===== src/rtl/irq_gen_pkg.sv =====
// irq_gen_pkg: shared types and constants for the periodic interrupt generator.
//   irq_mode_t        - per-channel output mode (pulse train or acknowledged level)
//   IRQ_GEN_CNT_W_DEF - default width of counter, period and pulse length
package irq_gen_pkg;

  typedef enum logic {
    IRQ_PULSE = 1'b0,
    IRQ_LEVEL = 1'b1
  } irq_mode_t;

  localparam int IRQ_GEN_CNT_W_DEF = 32;

endpackage


===== src/rtl/irq_gen_ch.sv =====
// irq_gen_ch: one interrupt channel (counter, pending, sticky overrun, irq register).
// Ports:
//   i_clk, i_resetn     - clock, synchronous active-low reset
//   i_ch_en             - channel enable; low forces counter/pending/irq to 0
//   i_mode              - 0 = pulse train, 1 = level held until acknowledged
//   i_period            - terminal count; interval is period+1 cycles
//   i_pulse_len         - pulse width in cycles (pulse mode)
//   i_ack               - level-mode acknowledge strobe
//   i_clr_overrun       - clears the sticky overrun flag
//   o_irq               - registered interrupt line
//   o_overrun           - sticky missed-acknowledge flag
module irq_gen_ch
  import irq_gen_pkg::*;
#(
  parameter int CNT_W = IRQ_GEN_CNT_W_DEF
) (
  input  logic             i_clk,
  input  logic             i_resetn,
  input  logic             i_ch_en,
  input  logic             i_mode,
  input  logic [CNT_W-1:0] i_period,
  input  logic [CNT_W-1:0] i_pulse_len,
  input  logic             i_ack,
  input  logic             i_clr_overrun,
  output logic             o_irq,
  output logic             o_overrun
);

  logic [CNT_W-1:0] r_cnt;
  logic             r_pend;
  logic             r_irq;
  logic             r_ovr;

  logic [CNT_W-1:0] w_cnt_nxt;
  logic             w_pend_nxt;
  logic             w_irq_nxt;
  logic             w_ovr_set;
  logic             w_event;
  irq_mode_t        w_mode;

  assign w_mode = irq_mode_t'(i_mode);

  always_comb begin
    w_cnt_nxt  = '0;
    w_pend_nxt = 1'b0;
    w_irq_nxt  = 1'b0;
    w_ovr_set  = 1'b0;
    // An event is the first enabled cycle and every wrap after it.
    w_event    = i_ch_en && (r_cnt == '0);

    if (i_ch_en) begin
      // >= so a period lowered below the current count wraps immediately.
      w_cnt_nxt = (r_cnt >= i_period) ? '0 : r_cnt + 1'b1;

      if (w_mode == IRQ_LEVEL) begin
        // Event wins over ack, so a coinciding ack never loses an interrupt.
        if (w_event)    w_pend_nxt = 1'b1;
        else if (i_ack) w_pend_nxt = 1'b0;
        else            w_pend_nxt = r_pend;
        w_ovr_set = w_event && r_pend && !i_ack;
        w_irq_nxt = w_pend_nxt;
      end else begin
        // Pending is held at 0 in pulse mode, so leaving level mode clears it.
        w_irq_nxt = (r_cnt < i_pulse_len);
      end
    end
  end

  always_ff @(posedge i_clk) begin
    if (!i_resetn) begin
      r_cnt  <= '0;
      r_pend <= 1'b0;
      r_irq  <= 1'b0;
      r_ovr  <= 1'b0;
    end else begin
      r_cnt  <= w_cnt_nxt;
      r_pend <= w_pend_nxt;
      r_irq  <= w_irq_nxt;
      // Set has priority over a simultaneous clear.
      r_ovr  <= w_ovr_set || (r_ovr && !i_clr_overrun);
    end
  end

  assign o_irq     = r_irq;
  assign o_overrun = r_ovr;

endmodule


===== src/rtl/irq_gen.sv =====
// irq_gen: multi-channel periodic interrupt generator for exercising the GIC from PL.
// Ports:
//   clk, resetn   - clock, synchronous active-low reset
//   ch_en, mode   - per-channel enable and mode (0 pulse, 1 level)
//   period        - per-channel terminal count, channel c at [c*CNT_W +: CNT_W]
//   pulse_len     - per-channel pulse width, same packing as period
//   ack           - per-channel level-mode acknowledge strobe
//   clr_overrun   - per-channel sticky overrun clear
//   irq           - per-channel registered interrupt lines
//   irq_any       - OR of irq, for single-input fabrics
//   overrun       - per-channel sticky missed-acknowledge flags
module irq_gen
  import irq_gen_pkg::*;
#(
  parameter int NUM_CH = 4,
  parameter int CNT_W  = IRQ_GEN_CNT_W_DEF
) (
  input  logic                    clk,
  input  logic                    resetn,
  input  logic [NUM_CH-1:0]       ch_en,
  input  logic [NUM_CH-1:0]       mode,
  input  logic [NUM_CH*CNT_W-1:0] period,
  input  logic [NUM_CH*CNT_W-1:0] pulse_len,
  input  logic [NUM_CH-1:0]       ack,
  input  logic [NUM_CH-1:0]       clr_overrun,
  output logic [NUM_CH-1:0]       irq,
  output logic                    irq_any,
  output logic [NUM_CH-1:0]       overrun
);

  for (genvar c = 0; c < NUM_CH; c++) begin : g_ch
    irq_gen_ch #(
      .CNT_W(CNT_W)
    ) u_ch (
      .i_clk         (clk),
      .i_resetn      (resetn),
      .i_ch_en       (ch_en[c]),
      .i_mode        (mode[c]),
      .i_period      (period[c*CNT_W +: CNT_W]),
      .i_pulse_len   (pulse_len[c*CNT_W +: CNT_W]),
      .i_ack         (ack[c]),
      .i_clr_overrun (clr_overrun[c]),
      .o_irq         (irq[c]),
      .o_overrun     (overrun[c])
    );
  end

  // Combinational OR of registered lines: no added latency.
  assign irq_any = |irq;

endmodule


===== config.mk =====
export PLATFORM = sky130hd
export DESIGN_NAME = irq_gen
export DESIGN_NICKNAME = d
export VERILOG_FILES = /design/src/rtl/irq_gen_pkg.sv /design/src/rtl/irq_gen_ch.sv /design/src/rtl/irq_gen.sv
export SDC_FILE = /design/constraint.sdc
export NUM_CORES = 1
export LEC_CHECK = 0
export BUFFER_PORTS_ARGS = -buffer_cell sky130_fd_sc_hd__buf_4
export CAP_MARGIN = 0
export CORE_ASPECT_RATIO = 1.25
export CORE_MARGIN = 4
export CORE_UTILIZATION = 40
export CTS_CLUSTER_SIZE = 14
export DETAILED_ROUTE_END_ITERATION = 6
export PLACE_DENSITY = 0.65
export SYNTH_ARGS = -nofsm -noshare
export SYNTH_HDL_FRONTEND = slang
export SYNTH_HIERARCHICAL = 1
export SYNTH_SLANG_ARGS = --single-unit

===== constraint.sdc =====
create_clock -name clk -period 2.4 [get_ports clk]
set_input_delay 0.36 -clock clk [delete_from_list [all_inputs] [get_ports clk]]
set_output_delay 0.36 -clock clk [all_outputs]
set_load 0.02 [all_outputs]

# After elaboration in Yosys (flattened, before gate mapping)
# Index checks and enable logic that the tools add are counted.
# W data, S select, Z words.
dict set report totals {
  reg_bits 140
  input_bits 274
  out_inout_bits 9
}
dict set report op_classes {
  bitwise 5
  reduce_logical 45
  magnitude_cmp 8
  n_addsub 4
  muxes 20
}
# op n
set ops {}
lappend ops {{$add A32 B1 Y32 const B} 4}
lappend ops {{$ge A32 B32 Y1} 4}
lappend ops {{$logic_not A32 Y1} 4}
lappend ops {{$lt A32 B32 Y1} 4}
lappend ops {{$mux W1} 20}
lappend ops {{$logic_and A1 B1 Y1} 16}
lappend ops {{$reduce_and A3 Y1} 4}
lappend ops {{$reduce_or A3 Y1} 4}
lappend ops {{$logic_not A1 Y1} 8}
lappend ops {{$reduce_and A2 Y1} 4}
lappend ops {{$not A1 Y1} 5}
lappend ops {{$logic_or A1 B1 Y1} 4}
lappend ops {{$reduce_or A4 Y1} 1}

# Logic depth before layout (Yosys ltp)
dict set report depth {
  ltp_word 7
  ltp_mapped 9
  ltp_nobuf 8
}

# Cells and area by module
# The synthesis kept the hierarchy.
# mod cells_per_inst instances area_per_inst_um2
set modules_own_cells {}
lappend modules_own_cells {irq_gen_ch 396 4 3153.0}
lappend modules_own_cells {irq_gen 1 1 7.5}

# Worst setup path after synthesis
# OpenSTA, ideal clock, no wires.
dict set report synth_path {
  path_kind {input -> register}
  startpoint {in period[7]}
  endpoint {reg g_ch[0].u_ch.r_cnt[18]}
  t_required_ps 2282
  stages 9
  t_arrival_ps 1834
  setup_slack_ps 448
  cell_sequence {inv_1 ha_1 nand2_1 nor3_1 a21oi_1 o311a_1 o211ai_2 buf_2 nor2_1}
}
dict set report synth_between {
  elab_chain_cells 2
}
# element line
set synth_rtl {}
lappend synth_rtl {{start: declaration} irq_gen.sv:22} ;# input logic [NUM_CH*CNT_W-1:0] period,
lappend synth_rtl {{$ge A32 B32 Y1} irq_gen_ch.sv:53} ;# w_cnt_nxt = (r_cnt >= i_period) ? '0 : r_cnt + 1'b1;
lappend synth_rtl {{$reduce_or A3 Y1 (no line)} -}
lappend synth_rtl {{end signal: assignment} irq_gen_ch.sv:76} ;# r_cnt <= w_cnt_nxt;
lappend synth_rtl {{end: declaration} irq_gen_ch.sv:29} ;# logic [CNT_W-1:0] r_cnt;
# Every way passes these cells.
# A chain may end at the register's enable or synchronous reset.

# Final worst setup path
dict set report layout_path {
  startpoint {reg g_ch[0].u_ch.r_cnt[11]}
  endpoint {reg g_ch[0].u_ch.r_cnt[23]}
}
dict set report layout_between {
  elab_chain_cells 2
  elab_cells_between_ends 3
}
# element line
set layout_rtl {}
lappend layout_rtl {{$ge A32 B32 Y1} irq_gen_ch.sv:53}
lappend layout_rtl {{$reduce_or A3 Y1 (no line)} -}
# Parallel ways exist; a longest one is shown, timed or not.

==> flow_summary.ini <==
[critical_path]
arrival_ps = 2570
rr_worst_depth = 8
required_ps = 2740
cp-start-kind = flip-flop
max_stage_delay_ps = 510
r2r-start = g_ch[0].u_ch/r_cnt[11]$_SDFF_PP0_
worst_r2r_endpoint = g_ch[0].u_ch/r_cnt[23]$_SDFF_PP0_
cp-end-kind = flip-flop
slowest_stage = dfxtp_1
cp_common_cell = nor2_1
crit_type = flip-flop to flip-flop
path_cells = ha_1 -> nand2_1 -> nor2_1 -> a2111oi_0 -> o311a_1 -> o211ai_2 -> buf_12 -> nor2_1
ff2ff_setup_slack_ps = 170
path_max_fanout = 32
critPathLaunch = g_ch[0].u_ch/r_cnt[11]$_SDFF_PP0_

[synth]
yosysSeqAreaShare = 0.222
synth_cells = 1585
synth.area.mux_share = 0
ys_warn_count = 6
yosysMostFrequentCell = inv_1
async_flop_share = 0
yosysTopAreaCellShare = 0.258
ys_ff_latch = 140
synth-simple-area-share = 0.231
synth_commonest_cells = 264 x inv_1, 260 x ha_1, 160 x nor2_1
synth_edf_count = 0
synth-compound-area-share = 0.117
synth_top_family_by_area = adder cells
ys.flop_type = dfxtp_1
synth_area_leaders = ha_1 26%, dfxtp_1 22%, inv_1 7.9%
syn-num-nets = 2119
synth_top_area_cell = ha_1
synth_area_um2 = 12600
synth_fa_ha_area_frac = 0.258
synth.avg_cell_area_um2 = 7.96
synth-xor-area-share = 0.0833
synth_cell_type_count = 39

[final_layout]
nNetsFinal = 2447
final_core_util = 0.516
n_antenna_cell = 0
layout.cells.non_filler = 2333
final_layout_size_suffix_gt1_frac = 0.224
area_growth_pct = 27.1
fin_area_um2 = 16000

[worst_hold_path]
min-delay-start = clr_overrun[2]
hold_path_depth = 3
hold_path_end = g_ch[2].u_ch/o_overrun$_SDFF_PN0_
hold_path_class = input port to flip-flop

[clock_network]
clock_sinks = 140
cts.path.max_buffers = 2
postCtsSetupBuffers = 0
root_buffer = clkbuf_16
clkTransAtPathRegs_ps = 60
cts_resized = 0
insertion_delay_ps = 420
h-tree-depth = 4
cts_tree = yes
hold_buffers = 0
cts_made_buffers = 17

[pwr]
power.density_nw_per_um2 = 356
leakagePower_nw = 8.40
power.total_mw = 5.70
peakVddDrop_mv = 0.370

[placement]
routabilityCongestion = 0.914
hpwlAfterDp_um = 30900
placed_cell_area_um2 = 15500
io_buffer_count = 282
dpl.cell_count = 2301
dp_slack_ps = 105

[global_routing]
grt-ovfl-total = 0
grt_util_all_layers = 0.207
met3_usage = 0.0448
grt_pass1_vias = 11900
grtUsageMet2 = 0.369
grt_max_degree = 33
grt_use_met1 = 0.250
grt_pass1_wl_um = 58400
busiest_layer = met2
grt_antenna_before_repair = 0

[sta]
tightest_slew_ps = 801
fmax_mhz = 449
maxSlewViolCount = 0
rsz0062_at_grt = no
setup_slack_ps = 174
timing.final.hold_violations = 0
fin_crit_sh = 0.928
timing.setup.tns_ps = 0
whs_ps = 222
fin_skew_ps = 13.9
setup_viol = 0
relSlewSlack = 0.461
period_minus_slack_ps = 2230

[die]
die_h_um = 207
io-pin-count = 283
initial_core_util = 0.406
die_x_um = 167
row_count = 72
core_um2 = 31100
die_area_um2 = 34500

[routing]
detailroute.via_count = 11800
remaining_drc_errors = 0
wl_per_cell_um = 15.6
via_per_inst = 5.08
routed_wirelength_um = 36400
first_pass_iters = 6
dr.first_iter.drc_count = 496
ant_nets = 0

[run]
drv_cap = 0

[run_status]
outcome = completed
## worst max-delay path by stage
stage | end | slack, ps | cells after the start
2_1_floorplan | g_ch[0].u_ch/r_cnt[18]$_SDFF_PP0_ | 450 | 9
3_3_place_gp | g_ch[3].u_ch/r_cnt[23]$_SDFF_PP0_ | 150 | 9
3_5_place_dp | g_ch[3].u_ch/r_cnt[4]$_SDFF_PP0_ | 100 | 9
4_1_cts | g_ch[3].u_ch/r_cnt[4]$_SDFF_PP0_ | 190 | 7
5_1_grt | g_ch[0].u_ch/r_cnt[18]$_SDFF_PP0_ | 40 | 8
6_report | g_ch[0].u_ch/r_cnt[23]$_SDFF_PP0_ | 170 | 8
## layout make-up
class                   count  area (um^2)
clock inverters            13          119
repair buffers            325         2490
fillers                  3037        15000
flip-flops and latches    140         2800
multi-input cells        1165         8700
clock buffers              19          433
well taps                 407          509
inverters                 264          991
## state kept, by name, summed over array words and instances, names as in the netlist
| name | cells |
|---|---|
| g_ch.u_ch/o_irq | 4 |
| g_ch.u_ch/o_overrun | 4 |
| g_ch.u_ch/r_cnt | 128 |
| g_ch.u_ch/r_pend | 4 |
## worst max-delay path: cells and delay by family, from the launching register on
family	cells	cell delay [ps]
buffers and inverters	1	200
AO/OA/AOI/OAI	3	850
AND/OR/NAND/NOR	3	270
adder cells (fa/ha/maj)	1	310
flip-flops	1	510
## where the power goes
part | leakage [nW] | switching [mW] | internal [mW]
Clock | 0.260 | 1.05 | 1.43
Sequential | 1.13 | 0.0148 | 2.34
Combinational | 7.01 | 0.392 | 0.479
## routing by layer
| metal | up-vias | wire, um |
|---|---|---|
| li1 | 6112 | - |
| met1 | 5396 | 15600 |
| met2 | 291 | 17800 |
| met3 | 44 | 2190 |
| met4 | 0 | 888 |
| met5 | - | 0 |
## logic make-up after synthesis
| logic type | Yosys count |
|---|---|
| XOR/XNOR | 120 |
| adder cells (fa/ha/maj) | 260 |
| flip-flops | 140 |
| AND/OR/NAND/NOR | 553 |
| AO/OA/AOI/OAI | 232 |
| buffers and inverters | 280 |
## cell usage in the layout, fill, tap and decap left out, types with 52 or more instances in the layout
cell type and n:
inv_1 264, xor2_1 88, nand3_1 60, dfxtp_1 140
a21oi_1 96, buf_4 321, nand2_1 116, ha_1 260
nand4_1 52, nor2_1 160
(Power assumes the default switching activity.)
